### config.mk
export PLATFORM = sky130hd
export DESIGN_NAME = apb4_slave_regbank_flat
export DESIGN_NICKNAME = d
export VERILOG_FILES = /design/src/rtl/apb4_slave_regbank_if.sv /design/src/rtl/apb4_slave_regbank.sv /design/src/flat_wrapper.sv
export SDC_FILE = /design/constraint.sdc
export NUM_CORES = 1
export LEC_CHECK = 0
export CAP_MARGIN = 20
export CELL_PAD_IN_SITES_DETAIL_PLACEMENT = 0
export CELL_PAD_IN_SITES_GLOBAL_PLACEMENT = 1
export CORE_UTILIZATION = 45
export CTS_BUF_LIST = sky130_fd_sc_hd__clkbuf_2
export DETAILED_ROUTE_END_ITERATION = 10
export PLACE_DENSITY_LB_ADDON = 0.1
export SYNTH_ARGS = -nofsm -noshare
export SYNTH_HDL_FRONTEND = slang
export SYNTH_SLANG_ARGS = --single-unit
### constraint.sdc
create_clock -name pclk -period 2.1 [get_ports pclk]
set_input_delay 0.42 -clock pclk [delete_from_list [all_inputs] [get_ports pclk]]
set_output_delay 0.42 -clock pclk [all_outputs]
set_load 0.05 [all_outputs]
### src/rtl/apb4_slave_regbank_if.sv
// APB4 completer bus bundle: requester-driven address/control/data plus the completer response.
interface apb4_slave_regbank_if #(
  parameter int ADDR_WIDTH = 8,
  parameter int DATA_WIDTH = 32
);
  localparam int STRB_WIDTH = DATA_WIDTH / 8;

  logic [ADDR_WIDTH-1:0] paddr;
  logic                  psel;
  logic                  penable;
  logic                  pwrite;
  logic [DATA_WIDTH-1:0] pwdata;
  logic [STRB_WIDTH-1:0] pstrb;
  logic [DATA_WIDTH-1:0] prdata;
  logic                  pready;
  logic                  pslverr;

  modport master (
    output paddr, psel, penable, pwrite, pwdata, pstrb,
    input  prdata, pready, pslverr
  );

  modport slave (
    input  paddr, psel, penable, pwrite, pwdata, pstrb,
    output prdata, pready, pslverr
  );
endinterface

### src/rtl/apb4_slave_regbank.sv
// APB4 byte-strobed register bank: read-only ID at word 0, programmable wait states,
// pslverr on out-of-range accesses and on writes to the ID word.
module apb4_slave_regbank #(
  parameter int          ADDR_WIDTH  = 8,
  parameter int          DATA_WIDTH  = 32,
  parameter int          DEPTH       = 16,
  parameter int          WAIT_CYCLES = 0,
  parameter logic [31:0] ID_VALUE    = 32'hA5B0_0001
) (
  input logic                 pclk,
  input logic                 presetn,
  apb4_slave_regbank_if.slave bus
);
  localparam int STRB_WIDTH = DATA_WIDTH / 8;
  localparam int LANE_SHIFT = $clog2(STRB_WIDTH);
  localparam int IW         = (DEPTH > 1) ? $clog2(DEPTH) : 1;
  localparam logic [DATA_WIDTH-1:0] ID_WORD = DATA_WIDTH'(ID_VALUE);

  typedef enum logic [1:0] {IDLE, ACCESS, DONE} state_t;

  state_t                r_state;
  logic [3:0]            r_cnt;
  logic [DATA_WIDTH-1:0] r_prdata;
  logic                  r_pready;
  logic                  r_pslverr;
  logic [DATA_WIDTH-1:0] r_mem [DEPTH];

  logic [ADDR_WIDTH-1:0] w_idx;
  logic [IW-1:0]         w_widx;
  logic                  w_err;
  logic [DATA_WIDTH-1:0] w_resp;

  // Response data/error are computed from the bus when pready is registered,
  // so they are valid in the same cycle pready is seen high.
  always_comb begin
    w_idx  = bus.paddr >> LANE_SHIFT;
    w_widx = w_idx[IW-1:0];
    w_err  = (33'(w_idx) >= 33'(DEPTH)) || (bus.pwrite && (w_idx == '0));
    w_resp = '0;
    if (!bus.pwrite && !w_err) begin
      w_resp = (w_idx == '0) ? ID_WORD : r_mem[w_widx];
    end
  end

  always_ff @(posedge pclk or negedge presetn) begin
    if (!presetn) begin
      r_state   <= IDLE;
      r_cnt     <= '0;
      r_prdata  <= '0;
      r_pready  <= 1'b0;
      r_pslverr <= 1'b0;
      for (int unsigned i = 0; i < DEPTH; i++) begin
        r_mem[IW'(i)] <= '0;
      end
    end else begin
      r_pready  <= 1'b0;
      r_pslverr <= 1'b0;
      r_prdata  <= '0;
      unique case (r_state)
        // DONE overlaps a possible back-to-back setup, so it decodes exactly like IDLE
        IDLE, DONE: begin
          r_state <= IDLE;
          if (bus.psel && !bus.penable) begin
            r_state <= ACCESS;
            r_cnt   <= 4'(WAIT_CYCLES);
            if (WAIT_CYCLES == 0) begin
              r_pready  <= 1'b1;
              r_pslverr <= w_err;
              r_prdata  <= w_resp;
            end
          end
        end
        ACCESS: begin
          if (bus.psel && bus.penable) begin
            if (r_pready) begin
              if (bus.pwrite && !w_err) begin
                for (int unsigned b = 0; b < STRB_WIDTH; b++) begin
                  if (bus.pstrb[b]) begin
                    r_mem[w_widx][8*b +: 8] <= bus.pwdata[8*b +: 8];
                  end
                end
              end
              r_state <= DONE;
            end else if (r_cnt <= 4'd1) begin
              r_cnt     <= '0;
              r_pready  <= 1'b1;
              r_pslverr <= w_err;
              r_prdata  <= w_resp;
            end else begin
              r_cnt <= r_cnt - 4'd1;
            end
          end else begin
            r_state <= IDLE;
          end
        end
        default: r_state <= IDLE;
      endcase
    end
  end

  assign bus.prdata  = r_prdata;
  assign bus.pready  = r_pready;
  assign bus.pslverr = r_pslverr;
endmodule

### src/flat_wrapper.sv
// flat-port wrapper written by rule: the top's interface ports become plain ports
module apb4_slave_regbank_flat 
#(
  parameter int          ADDR_WIDTH  = 8,
  parameter int          DATA_WIDTH  = 32,
  parameter int          DEPTH       = 16,
  parameter int          WAIT_CYCLES = 0,
  parameter logic [31:0] ID_VALUE    = 32'hA5B0_0001
)
  (pclk, presetn, bus_paddr, bus_psel, bus_penable, bus_pwrite, bus_pwdata, bus_pstrb, bus_prdata, bus_pready, bus_pslverr);
  apb4_slave_regbank_if #(.ADDR_WIDTH(ADDR_WIDTH), .DATA_WIDTH(DATA_WIDTH)) bus_i ();
  input logic pclk;
  input logic presetn;
  input wire logic [$bits(bus_i.paddr)-1:0] bus_paddr;
  input wire logic [$bits(bus_i.psel)-1:0] bus_psel;
  input wire logic [$bits(bus_i.penable)-1:0] bus_penable;
  input wire logic [$bits(bus_i.pwrite)-1:0] bus_pwrite;
  input wire logic [$bits(bus_i.pwdata)-1:0] bus_pwdata;
  input wire logic [$bits(bus_i.pstrb)-1:0] bus_pstrb;
  output wire logic [$bits(bus_i.prdata)-1:0] bus_prdata;
  output wire logic [$bits(bus_i.pready)-1:0] bus_pready;
  output wire logic [$bits(bus_i.pslverr)-1:0] bus_pslverr;
  assign bus_i.paddr = bus_paddr;
  assign bus_i.psel = bus_psel;
  assign bus_i.penable = bus_penable;
  assign bus_i.pwrite = bus_pwrite;
  assign bus_i.pwdata = bus_pwdata;
  assign bus_i.pstrb = bus_pstrb;
  assign bus_prdata = bus_i.prdata;
  assign bus_pready = bus_i.pready;
  assign bus_pslverr = bus_i.pslverr;
  apb4_slave_regbank #(.ADDR_WIDTH(ADDR_WIDTH), .DATA_WIDTH(DATA_WIDTH), .DEPTH(DEPTH), .WAIT_CYCLES(WAIT_CYCLES), .ID_VALUE(ID_VALUE)) u_core (.pclk(pclk), .presetn(presetn), .bus(bus_i));
endmodule
==> impl_metrics.toml <==
[status]
status = "finished with violations"
failed_checks = "negative setup slack"

[layout]
number_of_nets_in_the_layout = 1833
fillers = 4236
area.sequential_um2 = 13800
multi_input_area_um2 = 12300
share_of_layout_cells_above_drive_strength_1 = 0.585
area_delta_synth_final_pct = 27.7

[synthesis]
post_synthesis_compound_gate_area_fraction = 0.0252
yosys_register_bits = 552
muxShareOfSynthArea = 0.343
synth.yosys.warnings = 0
syn-mean-instance-area_um2 = 16.5
parity_gate_share_of_the_synthesized_area_counting_xor_and_xnor_cells = 0.000711
cell_count_after_synthesis = 1497
post_synth_and_or_nand_nor_area_fraction = 0.0488
syn_nets = 1548
synth-seq-area-share = 0.561
synth_enable_flop_cells = 0
asyncSetResetFlopFracSynth = 1.00
synth-adder-area-share = 0.00102
synth_cell_types = 40
synth_flop_cell = "sky130_fd_sc_hd__dfrtp_1"
synth_area_um2 = 24600
synth_top_family_by_area = "multiplexers"

[pwr]
p_clk_frac = 0.392
p_sw_frac = 0.269
irDropWorstVdd_v = 0.000404
power_density_nw_per_um2 = 628
cellLeakagePower_nw = 15.5
power.share.combinational = 0.066
internal_power_mw = 14.4
p_switching_mw = 5.32
p_seq_frac = 0.542

[die]
die_width_um = 236
io_pins = 83
y_dimension_of_the_die_um = 236
design.core.area_um2 = 53900
starting_density = 0.457
die_area_um2 = 55700
std_cell_rows = 85

[setup_path]
critical_path.top_delay_family = "flip-flops"
cp.buffers_inverters = 1
worstSetupPathType = "flop to primary output"
path_cells = "buf_6"
critPathArrivalTime_ns = 1.89
max_stage_delay_ns = 0.44
critical-path-slowest-cell = "sky130_fd_sc_hd__dfrtp_2"
worst_ep_required_time_ns = 1.68
worstSetupEndpointType = "primary output"
crit_path_max_fanout = 2
critPathLaunchType = "flop"

[drt]
drt_pass1_iterations = 5
post-route-drc-count = 0
vias = 14303
avgRoutedWirePerCell_um = 24.0
postRouteWirelength_mm = 61.8
first_iter_violations = 729
post_route_antenna_net_violation_count = 0
routed_via_density = 5.54

[sta]
finalHoldViolations = 0
rsz0062_at_grt = "true"
worst-slew-pin-transition_ns = 0.902
final.setup.worst_slack_ns = -0.214
finalCriticalPeriod_ns = 2.31
min_period_over_period = 1.10
max_clock_freq_ghz = 0.432
max-slew-margin-rel = 0.399
finalSetupViolations = 487
final_hold_slack_ns = 0.181
number_of_max_slew_violations_in_the_final_report = 0
skew_ns = 0.0530

[grt]
grt_pass1_wl_mm = 99.5
number_of_global_route_vias_before_repair = 16337
grt_usage = 0.235
grt_start_max_net_pins = 81
number_of_antenna_violations_at_the_first_check_in_global_routing = 3
global_route.overflow_total = 0

[min_path]
timing.hold.worst.class = "input port to flop"

[place]
io_buf_count = 80
routabilityCongestion = 0.759
place_ws_ns = -0.684
place_hpwl_mm = 37.9

[clock_tree]
cts_tree = "done"
cts-root-to-sink-buffers = 3
clock_sink_count = 552
ctsRootBufferMaster = "sky130_fd_sc_hd__clkbuf_2"
tritoncts.num_buffers = 148
clkTransAtPathRegs_ns = 0.11
cts_max_level = 4
clkLatencyLatePin_ns = 1.31

[job]
cap_violations = 0
==> layout make-up <==
type | count | share of cell area
diodes | 3 | 0.000239
clock inverters | 38 | 0.00899
clock buffers | 211 | 0.0336
inverters | 4 | 0.000477
well taps | 696 | 0.0277
multi-input cells | 826 | 0.391
repair buffers | 250 | 0.0995
flip-flops and latches | 552 | 0.439
==> path summary, 6_finish.rpt <==
check / endpoint / slack [ns] / startpoint / cells past startpoint
worst max register to register: u_core.r_mem[409]$_DFFE_PN0P_ / -0.11 / u_core.r_state[1]$_DFFE_PN0P_ / 8
worst min register to register: u_core.r_mem[493]$_DFFE_PN0P_ / 0.38 / u_core.r_mem[493]$_DFFE_PN0P_ / 0
worst min-delay path: u_core.bus.prdata[0]$_DFF_PN0_ / 0.18 / bus_paddr[5] / 3
max in group asynchronous: u_core.r_mem[427]$_DFFE_PN0P_ / 0.59 / presetn / 7
worst max-delay path: bus_pready / -0.21 / u_core.bus.pready$_DFF_PN0_ / 1
min in group asynchronous: u_core.r_mem[259]$_DFFE_PN0P_ / 0.69 / presetn / 5
==> power by group through the flow <==
stage / logic, mW / registers (mW) / clock network (mW)
global route: 1.41 / 10.7 / 8.67
CTS: 1.33 / 10.7 / 8.10
finish: 1.30 / 10.7 / 7.76
global placement: 1.24 / 10.9 / 0
floorplan: 0.489 / 10.9 / 0
detailed placement: 1.25 / 10.9 / 0
==> layer usage <==
layer | vias up | wire length [um] | GRT usage
met5 | - | 13 | 0
met4 | 2 | 1370 | 0.0945
met3 | 97 | 2280 | 0.0486
met2 | 283 | 28800 | 0.353
met1 | 7685 | 29400 | 0.336
li1 | 6236 | - | -
==> state kept, by name (all words and copies together) (netlist names) <==
register,cells
u_core.bus.pslverr,1
u_core.r_cnt,4
u_core.r_state,2
u_core.r_mem,512
u_core.bus.prdata,32
u_core.bus.pready,1
==> stage by stage <==
step	cell area (um2)	util	cells	power (mW)	TNS, ns
finish	31500	0.584	2580	19.8	-27.05
global route	31500	0.584	2580	20.8	-50.31
CTS	31400	0.582	2576	20.1	-74.91
detailed placement	28000	0.520	2296	12.2	-304.69
global placement	28000	0.520	2296	12.2	-306.21
floorplan	25100	-	1497	11.4	-33.74
==> cell families after synthesis <==
logic type / after synthesis
muxes: 624
and+or+nand+nor: 111
adders and majority gates: 2
AOI/OAI and AO/OA: 87
xor gates and xnor gates: 2
buffers and inverters: 119
DFF: 552
==> what timing repair did <==
item                                    CTS  global route
hold buffers                             15             0
gates cloned                              1             0
pin swaps                                55            23
buffers inserted                         15             1
hold endpoints to repair                787             0
endpoints found under the setup margin  514           515
resized for setup                       643            20
==> synthesized netlist by cell type (all sizes together) (2+ instances only) <==
cell type | n | share of area
dfrtp | 552 | 0.56
mux2 | 480 | 0.22
mux4 | 128 | 0.12
clkbuf | 81 | 0.012
nor2 | 69 | 0.039
a22oi | 48 | 0.015
buf | 34 | 0.0077
a21oi | 25 | 0.0051
mux2i | 16 | 0.0065
nand2 | 11 | 0.0020
nand3 | 11 | 0.0022
a221oi | 8 | 0.0028
nor2b | 8 | 0.0020
inv | 4 | 0.00061
nand4 | 4 | 0.0013
ha | 2 | 0.0010
==> layout by cell type (no fill, tap or decap), types with 5 or more instances in the layout <==
master and count:
sky130_fd_sc_hd__clkdlybuf4s50_1 42, sky130_fd_sc_hd__nor2_8 40, sky130_fd_sc_hd__nor2_4 21, sky130_fd_sc_hd__dfrtp_1 551, sky130_fd_sc_hd__clkbuf_2 211, sky130_fd_sc_hd__nor2b_1 6
sky130_fd_sc_hd__mux2_4 480, sky130_fd_sc_hd__nand3_1 11, sky130_fd_sc_hd__a21oi_1 25, sky130_fd_sc_hd__a22oi_1 48, sky130_fd_sc_hd__bufinv_16 5, sky130_fd_sc_hd__buf_12 69
sky130_fd_sc_hd__clkinv_1 25, sky130_fd_sc_hd__buf_6 53, sky130_fd_sc_hd__dlygate4sd3_1 14, sky130_fd_sc_hd__mux2i_1 16, sky130_fd_sc_hd__buf_4 67, sky130_fd_sc_hd__a221oi_1 7
sky130_fd_sc_hd__mux4_2 128, sky130_fd_sc_hd__nand2_1 7, sky130_fd_sc_hd__nor2_1 8
Note: power is estimated with default switching activity, not from simulation.
